### src/rtl/gaussian_filter_5x5.sv
// Streaming 5x5 binomial (Gaussian) smoothing filter for 5-bit pixels.
// One column of five pixels enters per clock; the window slides horizontally.
module gaussian_filter_5x5 (
    input  logic       clk,
    input  logic       reset,
    input  logic [4:0] pixel_in1,
    input  logic [4:0] pixel_in2,
    input  logic [4:0] pixel_in3,
    input  logic [4:0] pixel_in4,
    input  logic [4:0] pixel_in5,
    input  logic       enable,
    output logic [4:0] pixel_out,
    output logic       readable
);

    // Column packing: bits [5r+4:5r] hold row r (row 0 = pixel_in1).
    logic [24:0] col_r [0:3];
    logic [24:0] in_col_s;
    logic [8:0]  vsum_s [0:4];
    logic [4:0]  pixel_s;

    // Vertical {1,4,6,4,1} tap of one column, shift-add only; max 31*16 = 496.
    function automatic logic [8:0] vert_tap(input logic [24:0] col);
        logic [8:0] p0;
        logic [8:0] p1;
        logic [8:0] p2;
        logic [8:0] p3;
        logic [8:0] p4;
        p0 = {4'd0, col[4:0]};
        p1 = {4'd0, col[9:5]};
        p2 = {4'd0, col[14:10]};
        p3 = {4'd0, col[19:15]};
        p4 = {4'd0, col[24:20]};
        return p0 + (p1 << 2) + (p2 << 2) + (p2 << 1) + (p3 << 2) + p4;
    endfunction

    // Horizontal {1,4,6,4,1} tap of the five column sums, then floor divide by 256.
    function automatic logic [4:0] horiz_tap(input logic [8:0] c0, input logic [8:0] c1,
                                             input logic [8:0] c2, input logic [8:0] c3,
                                             input logic [8:0] c4);
        logic [12:0] s0;
        logic [12:0] s1;
        logic [12:0] s2;
        logic [12:0] s3;
        logic [12:0] s4;
        logic [12:0] sum;
        s0  = {4'd0, c0};
        s1  = {4'd0, c1};
        s2  = {4'd0, c2};
        s3  = {4'd0, c3};
        s4  = {4'd0, c4};
        sum = s0 + (s1 << 2) + (s2 << 2) + (s2 << 1) + (s3 << 2) + s4;
        return sum[12:8];
    endfunction

    assign in_col_s  = {pixel_in5, pixel_in4, pixel_in3, pixel_in2, pixel_in1};
    assign vsum_s[0] = vert_tap(col_r[0]);
    assign vsum_s[1] = vert_tap(col_r[1]);
    assign vsum_s[2] = vert_tap(col_r[2]);
    assign vsum_s[3] = vert_tap(col_r[3]);
    assign vsum_s[4] = vert_tap(in_col_s);
    assign pixel_s   = horiz_tap(vsum_s[0], vsum_s[1], vsum_s[2], vsum_s[3], vsum_s[4]);

    // Window shift (col_r[0] oldest) and registered filter output / valid flag.
    always_ff @(posedge clk) begin
        if (reset) begin
            col_r[0]  <= 25'd0;
            col_r[1]  <= 25'd0;
            col_r[2]  <= 25'd0;
            col_r[3]  <= 25'd0;
            pixel_out <= 5'd0;
            readable  <= 1'b0;
        end else begin
            col_r[0]  <= col_r[1];
            col_r[1]  <= col_r[2];
            col_r[2]  <= col_r[3];
            col_r[3]  <= in_col_s;
            pixel_out <= pixel_s;
            readable  <= enable;
        end
    end

endmodule

### config.mk
export PLATFORM = sky130hd
export DESIGN_NAME = gaussian_filter_5x5
export DESIGN_NICKNAME = d
export VERILOG_FILES = /design/src/rtl/gaussian_filter_5x5.sv
export SDC_FILE = /design/constraint.sdc
export NUM_CORES = 1
export LEC_CHECK = 0
export ABC_AREA = 0
export CAP_MARGIN = 20
export CORE_MARGIN = 2
export CORE_UTILIZATION = 51
export DETAILED_ROUTE_END_ITERATION = 10
export PLACE_DENSITY = 0.79
export SETUP_SLACK_MARGIN = 0.05
export SKIP_CTS_REPAIR_TIMING = 1
export SYNTH_ARGS = -nofsm -noshare
export SYNTH_HDL_FRONTEND = slang
export SYNTH_SLANG_ARGS = --single-unit
### constraint.sdc
create_clock -name clk -period 10.25 [get_ports clk]
set_input_delay 2.5625 -clock clk [delete_from_list [all_inputs] [get_ports clk]]
set_output_delay 2.5625 -clock clk [all_outputs]
set_load 0.05 [all_outputs]
# --- Word-level counts from Yosys, hierarchy flattened ---
# Memory sizes are Yosys's and may differ from the RTL's.
# Index checks and enable logic that the tools add are counted.
classes:
  addsub: 30
  muxes: 7
  bitwise: 4
ops:
  columns: ["cell", "count"]
  rows:
  - ["two-way mux 25 bit", 4]
  - ["adder 8 x 7 -> 9 bit", 5]
  - ["adder 9 x 5 -> 9 bit", 5]
  - ["adder 9 x 6 -> 9 bit", 5]
  - ["adder 9 x 7 -> 9 bit", 5]
  - ["adder 5 x 7 -> 8 bit", 5]
  - ["adder 12 x 11 -> 13 bit", 1]
  - ["adder 13 x 10 -> 13 bit", 1]
  - ["adder 13 x 11 -> 13 bit", 1]
  - ["adder 13 x 9 -> 13 bit", 1]
  - ["adder 9 x 11 -> 12 bit", 1]
  - ["OR 1 bit", 4]
  - ["two-way mux 1 bit", 3]
totals:
  reg_bits: 6
  mem_bits_rw: 100
  out_inout_bits: 6
  elab_cells: 44
  memories: 1
mem_list:
  columns: ["name", "words", "width", "read_ports", "rd_ports_with_merged_regs", "wr", "line", "rtl"]
  rows:
  - ["col_r", 4, 25, 4, 0, 4, "17", "logic [24:0] col_r [0:3];"]

# --- Logic depth before layout (Yosys ltp) ---
depth:
  depth_word: 10
  mapped_depth: 29
  depth_no_buf: 28

# --- Least setup slack after synthesis ---
# OpenSTA, ideal clock, no wires.
synth_timing:
  path_type: "reg2reg"
  from: "mem col_r[2][13]"
  to: "reg pixel_out[4]"
  setup_time_ns: 0.121
  t_arrival_ns: 7.067
  required_ns: 10.129
  slack_ns: 3.062
  stages_incl_launch_ff: 26
  path_cell_list: "dfxtp_1 > inv_1 > fa_1 > inv_1 > fa_1 > inv_1 > fa_1 > inv_1 > ha_1 > a21o_1 > a21oi_1 > xnor2_1 > fa_1 > inv_1 > fa_1 > fa_1 > fa_1 > inv_1 > fa_1 > inv_1 > ha_1 > ha_1 > nand4b_4 > o221ai_4 > a311oi_2 > mux2_4"
synth_rtl:
  columns: ["item", "line", "rtl"]
  rows:
  - ["from (decl)", "17", null]
  - ["to (signal assigned)", "78", "pixel_out <= pixel_s;"]
  - ["to (decl)", "12", "output logic [4:0] pixel_out,"]

==> flow_metrics.env <==
export IMPL_n_antenna_cell=0
export IMPL_synth_seq_cells=106
export IMPL_num_rows=43
export IMPL_yosysWarningCount=0
export IMPL_routed_wl_um=13930
export IMPL_ant_nets=0
export IMPL_synth_cells=689
export IMPL_skew_ns=0.01269
export IMPL_avgRoutedWirePerCell_um=15.39
export IMPL_tns_ns=0
export IMPL_grt_pass1_vias=5026
export IMPL_crit_arrival_ns=7.97
export IMPL_port_buffers=33
export IMPL_critPathKind="reg -> reg"
export IMPL_rsz0062_at_grt="false"
export IMPL_dp_cells=889
export IMPL_cts_sinks=106
export IMPL_tightest_slew_ns=0.5113
export IMPL_start_util_pct=52.51
export IMPL_crit_required_ns=10.49
export IMPL_hold_start="col_r[1][0]$_SDFF_PP0_"
export IMPL_via_per_inst=4.798
export IMPL_synth_main_ff_cell="dfxtp_1"
export IMPL_clock_path_buffers=2
export IMPL_synth_top_cells_by_area="fa_1 34%, dfxtp_1 29%, ha_1 11%, inv_1 10%, nor2b_1 5.8%"
export IMPL_die_x_um=123.8
export IMPL_cts_tree="done"
export IMPL_grt_usage_pct=20.98
export IMPL_gr_total_overflow=0
export IMPL_htreeDepth=3
export IMPL_min_period_ns=7.729
export IMPL_run_status="completed"
export IMPL_cts_made_buffers=9
export IMPL_hold_path_class="reg -> reg"
export IMPL_post_synth_top_count_cell="inv_1"
export IMPL_seq_area_frac_synth_pct=29.00
export IMPL_async_flop_share_pct=0
export IMPL_gp_congestion=0.9036
export IMPL_fin_crit_sh_pct=75.40
export IMPL_grt_pass1_wl_um=24150
export IMPL_clk_latency_ns=0.35
export IMPL_synth_edff_count=0
export IMPL_synthDistinctLibCells=41
export IMPL_dr_pass1_iters=6
export IMPL_final_cell_count_no_fill=905
export IMPL_cts_root_buffer="clkbuf_16"
export IMPL_num_io_pins=34
export IMPL_end_kind="flop"
export IMPL_synth_top_cells_by_count="198 x inv_1, 123 x fa_1, 106 x dfxtp_1"
export IMPL_syn_avg_cell_area_sq_um=10.62
export IMPL_drive_above_1_share_pct=3.172
export IMPL_nFillCells=1093
export IMPL_antenna_found_initial=0
export IMPL_hold_viol_final=0
export IMPL_dp_hpwl_um=11740
export IMPL_setup_viol=0
export IMPL_path_clk_slew_ns=0.08
export IMPL_slew_viol_final=0
export IMPL_relSlewSlack_pct=65.81
export IMPL_maxCapViolations=0
export IMPL_die_area_sq_um=15320
export IMPL_fin_nets=935
export IMPL_r2r_start="col_r[2][13]$_SDFF_PP0_"
export IMPL_yosys_area_top_type="fa_1"
export IMPL_syn_to_final_growth_pct=11.08
export IMPL_grt_max_degree=112
export IMPL_drt_iter0_markers=175
export IMPL_crit_fanout=5
export IMPL_crit_path_start="col_r[2][13]$_SDFF_PP0_"
export IMPL_syn_num_nets=903
export IMPL_netlist_area_leader_share_pct=33.65
export IMPL_drc=0
export IMPL_critPathLaunchType="flop"
export IMPL_vias=4342
export IMPL_core_area_sq_um=13930
export IMPL_die_h_um=123.8
export IMPL_max_clock_freq_ghz=0.1294
export IMPL_synth_area_sq_um=7317
==> cell type report <==
cell class	instances	area, sq um	share of cell area, %
inverter	198	743.2	9.144
tap	180	225.2	2.771
timing repair buffer	34	355.3	4.372
clock inverter	4	27.53	0.3387
multi-input combinational	372	4402	54.16
clock buffer	11	252.7	3.110
sequential	106	2122	26.11
==> cells in the final DEF (no fill, tap or decap), drive strengths merged, types with 2 or more instances in the layout <==
master	Yosys	layout
a21o	6	6
a21oi	10	10
a221oi	2	2
a311oi	2	2
buf	5	2
clkbuf	8	11
clkdlybuf4s50	0	32
clkinv	0	4
dfxtp	106	106
fa	123	123
ha	63	63
inv	198	198
mux2	2	2
nand2	5	5
nand3	5	5
nand3b	2	2
nor2	49	49
nor2b	68	68
nor3b	4	4
o21ai	3	3
xnor2	6	6
xor2	6	6
==> metal layers <==
| layer | track usage [%] | vias to the layer above | wire length (um) |
|---|---|---|---|
| li1 | - | 2064 | - |
| met1 | 25.02 | 2182 | 5564 |
| met4 | 5.824 | 0 | 320 |
| met3 | 3.388 | 23 | 406 |
| met5 | 0 | - | 0 |
| met2 | 39.01 | 73 | 7634 |
==> through the flow <==
stage / util (%) / instance area (sq um) / setup WS (ns) / hold slack [ns]
after global routing: 58.33 / 8128 / 2.259 / 0.4850
after global placement: 56.12 / 7820 / 2.532 / 0.4494
after CTS: 58.13 / 8100 / 2.504 / 0.4779
after detailed placement: 56.12 / 7820 / 2.483 / 0.4519
after floorplan: - / 7317 / 3.062 / 0.4343
final: 58.33 / 8128 / 2.521 / 0.4729
==> path summary, 6_finish.rpt <==
kind	end	slack (ns)	cells after the start
worst max-delay path	pixel_out[4]$_SDFF_PP0_	2.52	25
worst min register to register	col_r[0][0]$_SDFF_PP0_	0.47	1
worst min-delay path	col_r[0][0]$_SDFF_PP0_	0.47	1
worst max register to register	pixel_out[4]$_SDFF_PP0_	2.52	25
==> sequential cells by signal (all words and copies together) (netlist names) <==
signal,count
col_r,100
pixel_out,5
readable,1
==> worst max-delay path: stages (launching register included) <==
cell	delay [ns]
dfxtp_1	0.32
inv_1	0.09
fa_1	0.54
inv_1	0.05
fa_1	0.53
inv_1	0.05
fa_1	0.52
inv_1	0.06
ha_1	0.29
a21o_1	0.19
a21oi_1	0.31
xnor2_1	0.21
fa_1	0.58
inv_1	0.07
fa_1	0.50
fa_1	0.52
fa_1	0.55
inv_1	0.05
fa_1	0.53
inv_1	0.04
ha_1	0.29
ha_1	0.39
nand4b_4	0.16
o221ai_4	0.31
a311oi_2	0.16
mux2_4	0.31
==> logic make-up after synthesis <==
logic type	synth area share, %
mux	0.3590
compound gates	3.317
flops	29.00
xor+xnor	1.436
fa+ha+maj	44.43
simple gates	10.62
buf+inv	10.84
Power is not shown: default switching activity piles up to over one toggle a cycle in this logic, so the estimate is an artifact.
